==> config.mk <==
export PLATFORM = sky130hd
export DESIGN_NAME = branch_resolver_flat
export DESIGN_NICKNAME = d
export VERILOG_FILES = /design/src/rtl/branch_resolver_if.sv /design/src/rtl/branch_resolver.sv /design/src/flat_wrapper.sv
export SDC_FILE = /design/constraint.sdc
export NUM_CORES = 1
export LEC_CHECK = 0
export CAP_MARGIN = 0
export CORE_MARGIN = 5
export CORE_UTILIZATION = 53
export DETAILED_ROUTE_END_ITERATION = 8
export PLACE_DENSITY = 0.87
export SLEW_MARGIN = 30
export SYNTH_ARGS = -nofsm -noshare
export SYNTH_HDL_FRONTEND = slang
export SYNTH_SLANG_ARGS = --single-unit
==> constraint.sdc <==
create_clock -name i_saat -period 4.2 [get_ports i_saat]
set_clock_uncertainty 0.15 [all_clocks]
set_input_delay 1.26 -clock i_saat [delete_from_list [all_inputs] [get_ports i_saat]]
set_output_delay 1.26 -clock i_saat [all_outputs]
set_load 0.03 [all_outputs]
==> src/rtl/branch_resolver_if.sv <==
`default_nettype none
// ============================================================================
// Module      : branch_resolver_if
// Description : Fetch/execute/predictor bundle for branch_resolver.
//               Stats outputs exist only with BRANCH_RESOLVER_STATS_EN.
// Revision    : 1.0 - initial release
// ============================================================================
interface branch_resolver_if;
    logic        i_ongoru_gecerli;
    logic [31:0] i_buyruk_sayaci;
    logic        i_buyruk_ongoru;
    logic        o_ongoru_hazir;
    logic        i_sonuc_gecerli;
    logic        i_buyruk_atladi;
    logic [31:0] i_sonuc_hedef;
    logic        o_guncelle_gecerli;
    logic [31:0] o_guncelle_sayaci;
    logic        o_buyruk_atladi;
    logic        o_ongoru_yanlis;
    logic [31:0] o_yonlendir_adres;
    logic        o_bos;
`ifdef BRANCH_RESOLVER_STATS_EN
    logic [15:0] o_cozulen_sayisi;
    logic [15:0] o_yanlis_sayisi;
`endif

    modport master (
        output i_ongoru_gecerli, i_buyruk_sayaci, i_buyruk_ongoru,
        output i_sonuc_gecerli, i_buyruk_atladi, i_sonuc_hedef,
        input  o_ongoru_hazir, o_guncelle_gecerli, o_guncelle_sayaci,
        input  o_buyruk_atladi, o_ongoru_yanlis, o_yonlendir_adres, o_bos
`ifdef BRANCH_RESOLVER_STATS_EN
        , input o_cozulen_sayisi, o_yanlis_sayisi
`endif
    );

    modport slave (
        input  i_ongoru_gecerli, i_buyruk_sayaci, i_buyruk_ongoru,
        input  i_sonuc_gecerli, i_buyruk_atladi, i_sonuc_hedef,
        output o_ongoru_hazir, o_guncelle_gecerli, o_guncelle_sayaci,
        output o_buyruk_atladi, o_ongoru_yanlis, o_yonlendir_adres, o_bos
`ifdef BRANCH_RESOLVER_STATS_EN
        , output o_cozulen_sayisi, o_yanlis_sayisi
`endif
    );
endinterface
`default_nettype wire

==> src/rtl/branch_resolver.sv <==
`default_nettype none
// ============================================================================
// Module      : branch_resolver
// Description : In-order queue of predicted branches; compares outcomes,
//               pulses predictor updates and redirects fetch on mispredict.
//               Optional counters via BRANCH_RESOLVER_STATS_EN.
// Revision    : 1.0 - initial release
// ============================================================================
module branch_resolver #(
    parameter int DEPTH = 4
) (
    input  wire logic         i_saat,
    input  wire logic         i_reset_n,
    branch_resolver_if.slave  bus
);
    localparam int PTR_W = $clog2(DEPTH);
    localparam int CNT_W = PTR_W + 1;
    localparam logic [CNT_W-1:0] c_DEPTH_CNT = CNT_W'(DEPTH);

    localparam logic [1:0] c_ST_EMPTY  = 2'd0;
    localparam logic [1:0] c_ST_ACTIVE = 2'd1;
    localparam logic [1:0] c_ST_FLUSH  = 2'd2;

    logic [31:0]      r_pc   [DEPTH];
    logic             r_pred [DEPTH];
    logic [PTR_W-1:0] r_rd_ptr, r_wr_ptr;
    logic [CNT_W-1:0] r_count;
    logic [1:0]       r_state;
    logic             r_bos;
    logic             r_upd_valid, r_atladi, r_yanlis;
    logic [31:0]      r_upd_pc, r_yonlendir;

    logic [31:0]      w_rd_pc;
    logic             w_rd_pred, w_hazir, w_res_acc, w_mis, w_res_ok, w_push_acc;
    logic [CNT_W-1:0] w_count_nxt;

    always_comb begin
        w_rd_pc    = r_pc[r_rd_ptr];
        w_rd_pred  = r_pred[r_rd_ptr];
        w_hazir    = (r_count < c_DEPTH_CNT) && (r_state != c_ST_FLUSH);
        w_res_acc  = bus.i_sonuc_gecerli && (r_count != '0) && (r_state != c_ST_FLUSH);
        w_mis      = w_res_acc && (w_rd_pred != bus.i_buyruk_atladi);
        w_res_ok   = w_res_acc && !w_mis;
        // A full queue still takes a push that lands with a correct resolve,
        // reusing the slot being retired so occupancy stays at DEPTH.
        w_push_acc = bus.i_ongoru_gecerli &&
                     (w_hazir || ((r_count == c_DEPTH_CNT) && w_res_ok));
        w_count_nxt = r_count;
        if (w_mis)
            w_count_nxt = '0;
        else if (w_push_acc && !w_res_ok)
            w_count_nxt = r_count + 1'b1;
        else if (!w_push_acc && w_res_ok)
            w_count_nxt = r_count - 1'b1;
    end

    // Entry storage carries no reset; occupancy is tracked by r_count.
    always_ff @(posedge i_saat) begin
        if (w_push_acc && !w_mis) begin
            r_pc[r_wr_ptr]   <= bus.i_buyruk_sayaci;
            r_pred[r_wr_ptr] <= bus.i_buyruk_ongoru;
        end
    end

    always_ff @(posedge i_saat) begin
        if (!i_reset_n) begin
            r_rd_ptr    <= '0;
            r_wr_ptr    <= '0;
            r_count     <= '0;
            r_state     <= c_ST_EMPTY;
            r_bos       <= 1'b1;
            r_upd_valid <= 1'b0;
            r_upd_pc    <= '0;
            r_atladi    <= 1'b0;
            r_yanlis    <= 1'b0;
            r_yonlendir <= '0;
        end else begin
            r_count <= w_count_nxt;
            r_bos   <= (w_count_nxt == '0);
            if (w_mis) begin
                r_rd_ptr <= r_rd_ptr + 1'b1;
                r_wr_ptr <= r_rd_ptr + 1'b1;
                r_state  <= c_ST_FLUSH;
            end else begin
                if (w_push_acc) r_wr_ptr <= r_wr_ptr + 1'b1;
                if (w_res_ok)   r_rd_ptr <= r_rd_ptr + 1'b1;
                case (r_state)
                    c_ST_EMPTY:  if (w_push_acc) r_state <= c_ST_ACTIVE;
                    c_ST_ACTIVE: if (w_count_nxt == '0) r_state <= c_ST_EMPTY;
                    default:     r_state <= c_ST_EMPTY;
                endcase
            end
            r_upd_valid <= w_res_acc;
            r_upd_pc    <= w_res_acc ? w_rd_pc : 32'd0;
            r_atladi    <= w_res_acc && bus.i_buyruk_atladi;
            r_yanlis    <= w_mis;
            r_yonlendir <= !w_mis ? 32'd0 :
                           (bus.i_buyruk_atladi ? bus.i_sonuc_hedef : w_rd_pc + 32'd4);
        end
    end

    assign bus.o_ongoru_hazir     = w_hazir;
    assign bus.o_guncelle_gecerli = r_upd_valid;
    assign bus.o_guncelle_sayaci  = r_upd_pc;
    assign bus.o_buyruk_atladi    = r_atladi;
    assign bus.o_ongoru_yanlis    = r_yanlis;
    assign bus.o_yonlendir_adres  = r_yonlendir;
    assign bus.o_bos              = r_bos;

`ifdef BRANCH_RESOLVER_STATS_EN
    logic [15:0] r_cozulen, r_yanlis_cnt;

    always_ff @(posedge i_saat) begin
        if (!i_reset_n) begin
            r_cozulen    <= '0;
            r_yanlis_cnt <= '0;
        end else begin
            if (w_res_acc && (r_cozulen != 16'hFFFF))
                r_cozulen <= r_cozulen + 16'd1;
            if (w_mis && (r_yanlis_cnt != 16'hFFFF))
                r_yanlis_cnt <= r_yanlis_cnt + 16'd1;
        end
    end

    assign bus.o_cozulen_sayisi = r_cozulen;
    assign bus.o_yanlis_sayisi  = r_yanlis_cnt;
`endif
endmodule
`default_nettype wire

==> src/flat_wrapper.sv <==
// flat-port wrapper written by rule: the top's interface ports become plain ports
module branch_resolver_flat 
#(
    parameter int DEPTH = 4
)
  (i_saat, i_reset_n, bus_i_ongoru_gecerli, bus_i_buyruk_sayaci, bus_i_buyruk_ongoru, bus_i_sonuc_gecerli, bus_i_buyruk_atladi, bus_i_sonuc_hedef, bus_o_ongoru_hazir, bus_o_guncelle_gecerli, bus_o_guncelle_sayaci, bus_o_buyruk_atladi, bus_o_ongoru_yanlis, bus_o_yonlendir_adres, bus_o_bos);
  branch_resolver_if bus_i ();
  input  wire logic i_saat;
  input  wire logic i_reset_n;
  input wire logic [$bits(bus_i.i_ongoru_gecerli)-1:0] bus_i_ongoru_gecerli;
  input wire logic [$bits(bus_i.i_buyruk_sayaci)-1:0] bus_i_buyruk_sayaci;
  input wire logic [$bits(bus_i.i_buyruk_ongoru)-1:0] bus_i_buyruk_ongoru;
  input wire logic [$bits(bus_i.i_sonuc_gecerli)-1:0] bus_i_sonuc_gecerli;
  input wire logic [$bits(bus_i.i_buyruk_atladi)-1:0] bus_i_buyruk_atladi;
  input wire logic [$bits(bus_i.i_sonuc_hedef)-1:0] bus_i_sonuc_hedef;
  output wire logic [$bits(bus_i.o_ongoru_hazir)-1:0] bus_o_ongoru_hazir;
  output wire logic [$bits(bus_i.o_guncelle_gecerli)-1:0] bus_o_guncelle_gecerli;
  output wire logic [$bits(bus_i.o_guncelle_sayaci)-1:0] bus_o_guncelle_sayaci;
  output wire logic [$bits(bus_i.o_buyruk_atladi)-1:0] bus_o_buyruk_atladi;
  output wire logic [$bits(bus_i.o_ongoru_yanlis)-1:0] bus_o_ongoru_yanlis;
  output wire logic [$bits(bus_i.o_yonlendir_adres)-1:0] bus_o_yonlendir_adres;
  output wire logic [$bits(bus_i.o_bos)-1:0] bus_o_bos;
  assign bus_i.i_ongoru_gecerli = bus_i_ongoru_gecerli;
  assign bus_i.i_buyruk_sayaci = bus_i_buyruk_sayaci;
  assign bus_i.i_buyruk_ongoru = bus_i_buyruk_ongoru;
  assign bus_i.i_sonuc_gecerli = bus_i_sonuc_gecerli;
  assign bus_i.i_buyruk_atladi = bus_i_buyruk_atladi;
  assign bus_i.i_sonuc_hedef = bus_i_sonuc_hedef;
  assign bus_o_ongoru_hazir = bus_i.o_ongoru_hazir;
  assign bus_o_guncelle_gecerli = bus_i.o_guncelle_gecerli;
  assign bus_o_guncelle_sayaci = bus_i.o_guncelle_sayaci;
  assign bus_o_buyruk_atladi = bus_i.o_buyruk_atladi;
  assign bus_o_ongoru_yanlis = bus_i.o_ongoru_yanlis;
  assign bus_o_yonlendir_adres = bus_i.o_yonlendir_adres;
  assign bus_o_bos = bus_i.o_bos;
  branch_resolver #(.DEPTH(DEPTH)) u_core (.i_saat(i_saat), .i_reset_n(i_reset_n), .bus(bus_i));
endmodule
-- Word level (Yosys, flattened, before mapping)
Memories as Yosys holds them, arrays and structs flattened. A register that Yosys moved wholly into a read port is not among the register bits.
Cells that the tools add are included.
W data, S select, Z words.
- flip-flop bits (word level): 77
- RAM bits: 132
- input port bits: 70
- output and inout port bits: 69
- logic and storage cells: 71
- memories: 2
- memory list (memory ; depth ; width ; rd ports ; clocked after Yosys merged registers in ; write ports ; RTL line ; RTL):
    u_core.r_pc ; 4 ; 32 ; 1 ; 1 ; 1 ; branch_resolver.sv:24 ; logic [31:0] r_pc [DEPTH];
    u_core.r_pred ; 4 ; 1 ; 1 ; 1 ; 1 ; branch_resolver.sv:25 ; logic r_pred [DEPTH];
- add/sub/neg operators: 5
- order comparisons: 1
- equal/unequal tests: 8
- muxes and demuxes: 18
- bitwise logic cells: 1
- reductions and logical operators: 25
- operators with widths (kind ; number):
    $add A32 B3 Y32 const B ; 1
    $mux W32 ; 1
    $mux W2 ; 11
    $logic_and A1 B1 Y1 ; 11
    $mux W3 ; 3
    $reduce_and A2 Y1 ; 4
    $ne A3 B1 Y1 const B ; 2
    $add A2 B1 Y2 const B ; 2
    $ne A2 B1 Y1 const B ; 2
    $pmux W2 S2 ; 1
    $reduce_bool A2 Y1 ; 2
    $add A3 B1 Y3 const B ; 1
    $eq A3 B3 Y1 const B ; 1
    $logic_not A1 Y1 ; 3
    $logic_not A3 Y1 ; 1
    $lt A3 B3 Y1 const B ; 1
    $reduce_bool A3 Y1 ; 1
    $sub A3 B1 Y3 const B ; 1
    $eq A2 B1 Y1 const B ; 1
    $logic_not A2 Y1 ; 1
    $mux W1 ; 2
    $ne A2 B2 Y1 const B ; 1
    $reduce_or A2 Y1 ; 1
    $logic_or A1 B1 Y1 ; 1
    other kinds (2) ; 2

-- Logic depth before layout (Yosys ltp)
Gate-level depths: netlist (run 1).
- depth after elaboration: 18
- mapped depth: 9
- depth with buffers taken out: 9

-- Worst setup path before layout (run 1)
No wires, ideal clock.
- kind: input to register
- from: input bus_i_sonuc_gecerli
- to: memory u_core.r_pc[0][0] (enable)
- library setup time: 393 ps
- arrival: 2819 ps
- required time: 3657 ps
- slack: 837 ps
- stages on the path: 5
- buffers on the path: 1
- path through: and3_1 > clkbuf_1 > nand2_4 > o21ai_4 > and3_1
- longest elaborated chain between the ends: 11
- ends and longest elaborated chain (what ; RTL line ; RTL):
    start, declared ; flat_wrapper.sv:13 ; input wire logic [$bits(bus_i.i_sonuc_gecerli)-1:0] bus_i_sonuc_gecerli;
    $logic_and A1 B1 Y1 * (2 in series) ; branch_resolver.sv:41 ; w_res_acc = bus.i_sonuc_gecerli && (r_count != '0) && (r_state != c_ST_FLUSH);
    $logic_and A1 B1 Y1 ; branch_resolver.sv:42 ; w_mis = w_res_acc && (w_rd_pred != bus.i_buyruk_atladi);
    $logic_not A1 Y1 ; branch_resolver.sv:43, branch_resolver.sv:59 ;
    $logic_and A1 B1 Y1 ; branch_resolver.sv:43 ; w_res_ok = w_res_acc && !w_mis;
    $logic_and A1 B1 Y1 ; branch_resolver.sv:47 ; (w_hazir || ((r_count == c_DEPTH_CNT) && w_res_ok));
    $logic_or A1 B1 Y1 ; branch_resolver.sv:47 ;
    $logic_and A1 B1 Y1 ; branch_resolver.sv:46 ; w_push_acc = bus.i_ongoru_gecerli &&
    $logic_and A1 B1 Y1 * ; branch_resolver.sv:59 ; if (w_push_acc && !w_mis) begin
    $mux W1 * ; branch_resolver.sv:59 ;
    $mux W1 (implied by the code) * ; branch_resolver.sv:60 ; r_pc[r_wr_ptr] <= bus.i_buyruk_sayaci;
    end, declared ; branch_resolver.sv:24 ;
Every way passes the cells marked *; elsewhere a longest branch is shown, timed or not.

-- Worst setup path after layout (run 1)
- from: register u_core.r_state[0]
- to: output bus_o_ongoru_hazir
- longest elaborated chain between the ends: 2
- ends and longest elaborated chain (what ; RTL line ; RTL):
    start, declared ; branch_resolver.sv:28 ; logic [1:0] r_state;
    start signal, assigned ; branch_resolver.sv:70 ; r_state <= c_ST_EMPTY;
    start signal, assigned ; branch_resolver.sv:83 ; r_state <= c_ST_FLUSH;
    start signal, assigned ; branch_resolver.sv:88 ; c_ST_EMPTY: if (w_push_acc) r_state <= c_ST_ACTIVE;
    $ne A2 B2 Y1 ; branch_resolver.sv:40 ; w_hazir = (r_count < c_DEPTH_CNT) && (r_state != c_ST_FLUSH);
    $logic_and A1 B1 Y1 ; branch_resolver.sv:40 ;
    end, declared ; flat_wrapper.sv:16 ; output wire logic [$bits(bus_i.o_ongoru_hazir)-1:0] bus_o_ongoru_hazir;
Every way passes these cells.

==> impl_metrics.yaml, run 1 <==
global_routing:
  grt_usage_pct: 21.15
  overflow: 0
  grt_pass1_wl_mm: 29.53
  grt_start_max_net_pins: 38
  grt_pass1_vias: 5253
  antenna_found_initial: 1
route:
  vias: 5038
  vias_per_cell: 5.512
  detail-route-antenna-nets: 0
  drt_iter0_drc: 447
  detail_route.wl_per_cell_um: 20.91
  drcViolationCount: 0
  dr.pass1.iters: 5
  wl_mm: 19.11
yosys:
  yosysMostFrequentCell: "edfxtp_1"
  synth_area_um2: 8258
  ys_types: 52
  ys_seq_elements: 211
  yosysTopAreaCell: "edfxtp_1"
  syn-num-nets: 614
  ys_warn_count: 0
  async_flop_share_pct: 0
  synth-main-ff-cell: "edfxtp_1"
  syn_avg_cell_area_um2: 15.41
  yosysTopAreaCellShare_pct: 48.00
  yosysSeqAreaShare_pct: 67.15
  synthTopCellsByCount: "edfxtp_1 (132), dfxtp_1 (79), nor2b_1 (31)"
  synth_cells: 536
  synth_area_leaders: "edfxtp_1 (48%), dfxtp_1 (19%), mux4_2 (7.1%)"
  synth_edf_count: 132
die:
  core_area_um2: 15260
  fp.dieH_um: 134.8
  rows: 45
  die_area_um2: 18180
  ios: 139
  initial_utilization_pct: 54.12
  chipWidth_um: 134.8
critical_path:
  path_class: "flip-flop to output pin"
  required_ns: 2.79
  cp.arrival_ns: 2.04
  crit_fanout: 6
  r2r_cells: 8
  critPathCaptureType: "output pin"
  critPathLaunchType: "flip-flop"
clocking:
  cts_hold_buf: 0
  cts.htree.levels: 1
  cts_max_path_buffers: 3
  cts.sinks: 211
  cts_tree: "built"
  cts_setup_buffers: 0
  insertion_delay_ns: 0.50
  cts.clk_slew.worst_paths_ns: 0.06
  cts_made_buffers: 22
  cts.root.buffer_cell: "clkbuf_16"
  ctsResizeCount: 0
hold_path:
  hold_depth: 1
  min_path_type: "flip-flop to flip-flop"
place:
  place_inst: 874
  place.port_buffers: 138
  gp_congestion: 0.8548
  dpl_cell_area_um2: 9894
  dp_hpwl_mm: 12.76
cells_and_area:
  nNetsFinal: 765
  fillCellCount: 997
  final_cells: 914
  fin_area_um2: 10640
  flow.area_growth_from_synthesis_pct: 28.80
  drive_above_1_share_pct: 11.81
  antenna_cells: 0
power:
  p_leak_nw: 3.682
  irDropWorstVdd_mv: 0.3661
  power.density_nw_per_um2: 637.1
timing:
  min_period_ns: 3.447
  period_share_pct: 82.07
  final.setup.tns_ns: 0
  finalSetupViolCount: 0
  fmax_mhz: 290.1
  drv_slew: 0
  worstMarginPinSlew_ns: 0.6185
  rsz0062_at_grt: "false"
  maxSlewHeadroom_pct: 58.71
  finalHoldViolations: 0
job:
  max_cap_viol_count: 0
run_status:
  status: "finished clean"
==> worst max-delay path: stages (launching register included) <==
cell and delay [ns]:
dfxtp_1 0.34, nand2b_1 0.24, nor2b_1 0.24, clkdlybuf4s50_1 0.72
==> final cells by class <==
type                       count  area (µm²)  area share (%)
tap                          211       264.0           2.482
inverter                      11       41.29          0.3882
sequential                   211        5547           52.15
multi-input combinational    292        2529           23.77
clock inverter                12       137.6           1.294
clock buffer                  28       604.3           5.682
timing repair buffer         149        1514           14.23
==> kinds of logic after synthesis <==
group	count (synthesis)	synth area share (%)
fa+ha+maj	8	1.212
buf+inv	33	2.227
mux	40	10.17
compound gates	62	4.515
xor+xnor	33	3.727
flops	211	67.15
simple gates	149	11.00
==> placed cells by master (no fill, tap or decap), types with 6 or more instances in the layout <==
master,instances
a21oi_1,23
and2_1,10
and3_1,12
buf_4,7
clkbuf_16,23
clkdlybuf4s50_1,138
dfxtp_1,78
edfxtp_1,132
ha_1,8
inv_1,9
mux2i_1,7
mux4_1,7
mux4_2,26
nand2_1,23
nand2b_1,6
nand3_1,18
nand4_1,6
nor2_1,23
nor2b_1,31
o21ai_0,24
xnor2_1,13
xor2_1,19
==> flip-flops by register name (all words and copies together) (netlist names), named ones only <==
register	count
u_core.r_pc	128
u_core.bus.o_guncelle_sayaci	32
u_core.bus.o_yonlendir_adres	32
u_core.r_pred	4
u_core.r_count	3
u_core.r_rd_ptr	2
u_core.r_state	2
u_core.r_wr_ptr	2
u_core.bus.o_bos	1
u_core.bus.o_buyruk_atladi	1
u_core.bus.o_guncelle_gecerli	1
u_core.bus.o_ongoru_yanlis	1
==> routing by layer <==
| layer | wire length, µm | up-vias | GRT usage (%) |
|---|---|---|---|
| met5 | 13 | - | 0 |
| met4 | 469 | 2 | 7.353 |
| met3 | 1316 | 39 | 4.024 |
| met2 | 9574 | 219 | 35.58 |
| met1 | 7736 | 2468 | 27.75 |
| li1 | - | 2310 | - |
==> final timing paths <==
| check | from | to | slack [ns] |
|---|---|---|---|
| setup / recovery | u_core.r_state[0] | bus_o_ongoru_hazir | 0.75 |
| hold / removal | u_core.r_state[0] | u_core.r_state[0] | 0.33 |
| setup reg to reg | flip-flop | u_core.bus.o_yonlendir_adres[26] | 1.03 |
| hold reg to reg | u_core.r_state[0] | u_core.r_state[0] | 0.33 |
==> stage by stage <==
step / power [mW] / util (%) / hold WS [ns] / setup WS (ns)
after floorplan: 4.161 / - / 0.2720 / 0.8375
after global placement: 4.742 / 64.85 / 0.3041 / 0.8079
after detailed placement: 4.820 / 64.85 / 0.3138 / 0.6882
after CTS: 6.815 / 69.71 / 0.3235 / 0.7209
after global routing: 7.075 / 69.71 / 0.3516 / 0.6402
final: 6.777 / 69.71 / 0.3278 / 0.7529
==> power by group <==
part,switching (mW),internal (mW)
sequential,0.151,2.60
combinational,1.21,0.849
clock,0.763,1.20
total,2.13,4.65
Note: power is estimated with default switching activity, not from simulation.
==> run 2: changes to the inputs <==
Clock period 4.2 ns to 3.3 ns, I/O delays scaled along.
==> impl_metrics.yaml, run 2 (same netlist as run 1, synthesis figures left out) <==
cells_and_area:
  fillCellCount: 1014
  regMostFlops: "u_core.r_pc"
  flow.area_growth_from_synthesis_pct: 26.95
  fin_area_um2: 10480
  layout_common_cells: "clkdlybuf4s50_1 (138), edfxtp_1 (132), dfxtp_1 (78), nor2b_1 (31), mux4_2 (26)"
  nNetsFinal: 764
  antenna_cells: 0
  largest_reg_flops: 128
  drive_above_1_share_pct: 11.02
  layout_commonest_cell: "clkdlybuf4s50_1"
critical_path:
  required_ns: 2.16
  path_class: "flip-flop to output pin"
  cp_num_buf_inv: 1
  crit_fanout: 6
  cp.arrival_ns: 2.06
  max_stage_delay_ns: 0.72
  critPathLaunchType: "flip-flop"
  critPathTopFamily: "buffers and inverters"
  worstPathCellList: "nand2b_1 -> nor2b_1 -> clkdlybuf4s50_1"
  slowest_stage: "clkdlybuf4s50_1"
  critPathCaptureType: "output pin"
clocking:
  ctsResizeCount: 0
  cts_made_buffers: 21
  cts_setup_buffers: 0
  cts_hold_buf: 0
  cts.htree.levels: 1
  insertion_delay_ns: 0.49
  cts.sinks: 211
  cts_max_path_buffers: 3
  cts.root.buffer_cell: "clkbuf_16"
  cts_tree: "built"
  cts.clk_slew.worst_paths_ns: 0.06
timing:
  period_share_pct: 96.94
  rsz0062_at_grt: "false"
  finalSetupViolCount: 0
  worstMarginPinSlew_ns: 0.5086
  finalHoldViolations: 0
  min_period_ns: 3.199
  fmax_mhz: 312.6
  maxSlewHeadroom_pct: 65.73
  drv_slew: 0
  final.setup.tns_ns: 0
power:
  irDropWorstVdd_mv: 0.4938
  power.density_nw_per_um2: 777.1
  finalPower_mw: 8.147
  p_leak_nw: 3.607
place:
  gp_congestion: 0.8546
  dp_hpwl_mm: 12.48
  place.port_buffers: 138
  dpl_cell_area_um2: 9894
die:
  ios: 139
  core_area_um2: 15260
  chipWidth_um: 134.8
  initial_utilization_pct: 54.12
  rows: 45
  fp.dieH_um: 134.8
  die_area_um2: 18180
route:
  drt_iter0_drc: 467
  vias_per_cell: 5.420
  vias: 4932
  detail_route.wl_per_cell_um: 19.46
  dr.pass1.iters: 5
  wl_mm: 17.71
  detail-route-antenna-nets: 0
  drcViolationCount: 0
global_routing:
  grt_pass1_wl_mm: 27.54
  antenna_found_initial: 0
  grt_start_max_net_pins: 38
  grt_pass1_vias: 5063
  overflow: 0
  grt_usage_pct: 19.36
hold_path:
  min_path_type: "flip-flop to flip-flop"
run_status:
  status: "finished clean"
job:
  max_cap_viol_count: 0
==> run 2: worst paths after layout <==
check                                        from                               end  slack [ns]  depth (start not counted)
worst max-delay path            u_core.r_state[0]                bus_o_ongoru_hazir        0.10                          3
worst min-delay path            u_core.r_state[0]                 u_core.r_state[0]        0.33                          1
worst max register to register          flip-flop  u_core.bus.o_yonlendir_adres[26]        0.40                          7
worst min register to register  u_core.r_state[0]                 u_core.r_state[0]        0.33                          1
==> run 2: report_power, final <==
group	internal (mW)	leakage, nW	switching (mW)
combinational	1.09	1.47	1.53
sequential	3.31	1.85	0.167
clock	1.16	0.287	0.899
==> run 2: area by class of cell <==
type	instances	area, µm²	share of cell area (%)
clock buffer	25	540.5	5.156
clock inverter	11	48.80	0.4654
inverter	11	41.29	0.3938
multi-input combinational	292	2529	24.12
sequential	211	5547	52.91
tap	211	264.0	2.518
timing repair buffer	149	1514	14.44
==> run 2: metrics by stage <==
step           setup WS [ns]  utilization [%]  hold WS [ns]  cells
2_1_floorplan         0.1811                -        0.2720    536
3_3_place_gp          0.1839            64.85        0.2973    874
3_5_place_dp         0.09724            64.85        0.3253    874
4_1_cts               0.1123            68.71        0.3327    910
5_1_grt              0.05844            68.71        0.3387    910
6_report              0.1008            68.71        0.3342    910
==> run 2: layer usage <==
layer	global-route usage [%]	share of wire, %
met1	26.31	41
met2	32.30	50
met3	3.987	7.0
met4	4.808	2.0
met5	0	0
==> run 3: changes to the inputs <==
Settings changed: ABC_AREA from default to 1, CORE_UTILIZATION 53 to 54.
==> impl_metrics.yaml, run 3 <==
run_status:
  status: "finished clean"
die:
  die_area_um2: 18780
  chipWidth_um: 137.1
  ios: 139
  rows: 46
  initial_utilization_pct: 54.88
  core_area_um2: 15890
  fp.dieH_um: 137.1
cells_and_area:
  drive_above_1_share_pct: 10.67
  regMostFlops: "u_core.r_pc"
  layout_common_cells: "nand2_1 (208), clkdlybuf4s50_1 (138), edfxtp_1 (132), nor2_1 (102), nand3_1 (81)"
  nNetsFinal: 1086
  largest_reg_flops: 128
  layout_commonest_cell: "nand2_1"
  antenna_cells: 0
  flow.area_growth_from_synthesis_pct: 26.42
yosys:
  yosysMostFrequentCell: "nand2_1"
  async_flop_share_pct: 0
  yosysTopAreaCellShare_pct: 45.47
  ys_types: 42
  ys_warn_count: 0
  synth_area_leaders: "edfxtp_1 (45%), dfxtp_1 (18%), nand2_1 (9.0%)"
  ys_seq_elements: 211
  synth-main-ff-cell: "edfxtp_1"
  synth_edf_count: 132
  syn_avg_cell_area_um2: 10.12
  yosysTopAreaCell: "edfxtp_1"
  synth_cells: 861
  yosysSeqAreaShare_pct: 63.61
  synth_area_um2: 8717
  syn-num-nets: 939
  synthTopCellsByCount: "nand2_1 (208), edfxtp_1 (132), nor2_1 (106)"
timing:
  min_period_ns: 3.034
  worstMarginPinSlew_ns: 0.4870
  fmax_mhz: 329.6
  finalHoldViolations: 0
  setup_ws_ns: 0.2663
  maxSlewHeadroom_pct: 67.53
  finalSetupViolCount: 0
  drv_slew: 0
  period_share_pct: 91.93
  rsz0062_at_grt: "false"
  holdWs_ns: 0.3598
critical_path:
  critPathLaunchType: "flip-flop"
  slowest_stage: "clkdlybuf4s50_1"
  cp_num_buf_inv: 1
  path_class: "flip-flop to output pin"
  crit_fanout: 4
  cp_common_cell: "nor2_1"
  critPathTopFamily: "buffers and inverters"
  cp.arrival_ns: 1.89
  required_ns: 2.16
  max_stage_delay_ns: 0.73
  rrSetupSlack_ns: 0.44
  critPathCaptureType: "output pin"
  worstPathCellList: "nor2_1 -> nor2_1 -> clkdlybuf4s50_1"
route:
  drt_iter0_drc: 705
  drcViolationCount: 0
  detail_route.wl_per_cell_um: 17.68
  vias: 6617
  detail-route-antenna-nets: 0
  dr.pass1.iters: 5
  vias_per_cell: 5.345
  wl_mm: 21.89
clocking:
  cts_setup_buffers: 0
  insertion_delay_ns: 0.49
  cts_hold_buf: 0
  cts.htree.levels: 1
  cts_tree: "built"
  cts.clk_slew.worst_paths_ns: 0.07
  ctsResizeCount: 0
  cts.root.buffer_cell: "clkbuf_16"
  cts_max_path_buffers: 3
  cts.sinks: 211
  cts_made_buffers: 21
global_routing:
  grt_pass1_vias: 6551
  antenna_found_initial: 0
  grt_usage_pct: 23.06
  grt_start_max_net_pins: 67
  grt_pass1_wl_mm: 33.87
  overflow: 0
power:
  irDropWorstVdd_mv: 0.4446
  p_leak_nw: 4.379
  finalPower_mw: 7.956
  power.density_nw_per_um2: 722.0
job:
  max_cap_viol_count: 0
hold_path:
  min_path_type: "flip-flop to flip-flop"
place:
  dp_hpwl_mm: 14.83
  gp_congestion: 0.9645
  post-place-ws_ns: 0.1166
  place.port_buffers: 138
run 3: cell count changes after synthesis, moves of 12 or more:
| cell | delta |
|---|---|
| inv_1 | +57 |
| o21ai_1 | +12 |
| mux4_2 | -26 |
| nor2_1 | +83 |
| nor2b_1 | -31 |
| nor2_2 | +14 |
| o21ai_0 | -17 |
| nand2_1 | +185 |
| nand3_1 | +63 |
run 3: layout make-up:
class,instances,area (µm²)
Clock buffer,23,554.3
Clock inverter,14,85.08
Multi-Input combinational cell,538,2665
Timing Repair Buffer,158,1607
Fill cell,1090,4865
Inverter,78,292.8
Tap cell,216,270.3
Sequential cell,211,5547
run 3: power breakdown:
group	switching, mW	total (mW)	internal, mW
combinational	1.67	2.46	0.795
clock	0.982	2.20	1.22
sequential	0.109	3.29	3.18
total	2.76	7.96	5.20
run 3: worst reg2reg max path: cells and delay by family, from the launching register on:
| kind | cells | cell delay (ns) |
|---|---|---|
| and+or+nand+nor | 11 | 1.46 |
| DFF | 1 | 0.34 |
| buffers and inverters | 4 | 0.80 |
run 3: through the flow:
step                      cell area [µm²]  setup TNS (ns)  util (%)  std cells
after global placement              10380               0     65.35       1201
after global routing                11020               0     69.38       1238
after detailed placement            10380               0     65.35       1201
after CTS                           11020               0     69.38       1238
after floorplan                      8727          -4.214         -        861
final                               11020               0     69.38       1238
run 3: logic make-up after synthesis:
logic type	share of synthesized area, %
simple gates	23.15
compound gates	4.751
flops	63.61
xor+xnor	1.407
fa+ha+maj	1.148
buf+inv	5.928
run 3: path summary, 6_finish.rpt:
kind,start,end,cells after the start
min reg2reg,u_core.r_rd_ptr[1],u_core.r_rd_ptr[1],2
max,u_core.r_state[0],bus_o_ongoru_hazir,3
min,u_core.r_rd_ptr[1],u_core.r_rd_ptr[1],2
max reg2reg,flip-flop,u_core.bus.o_yonlendir_adres[30],15
run 3: routing by layer:
layer,vias up,track usage [%],share of wire [%]
met1,3079,29.92,41
met2,335,38.61,47
met4,0,6.929,2.1
met3,54,5.478,9.7
met5,-,0,0
li1,3149,-,-
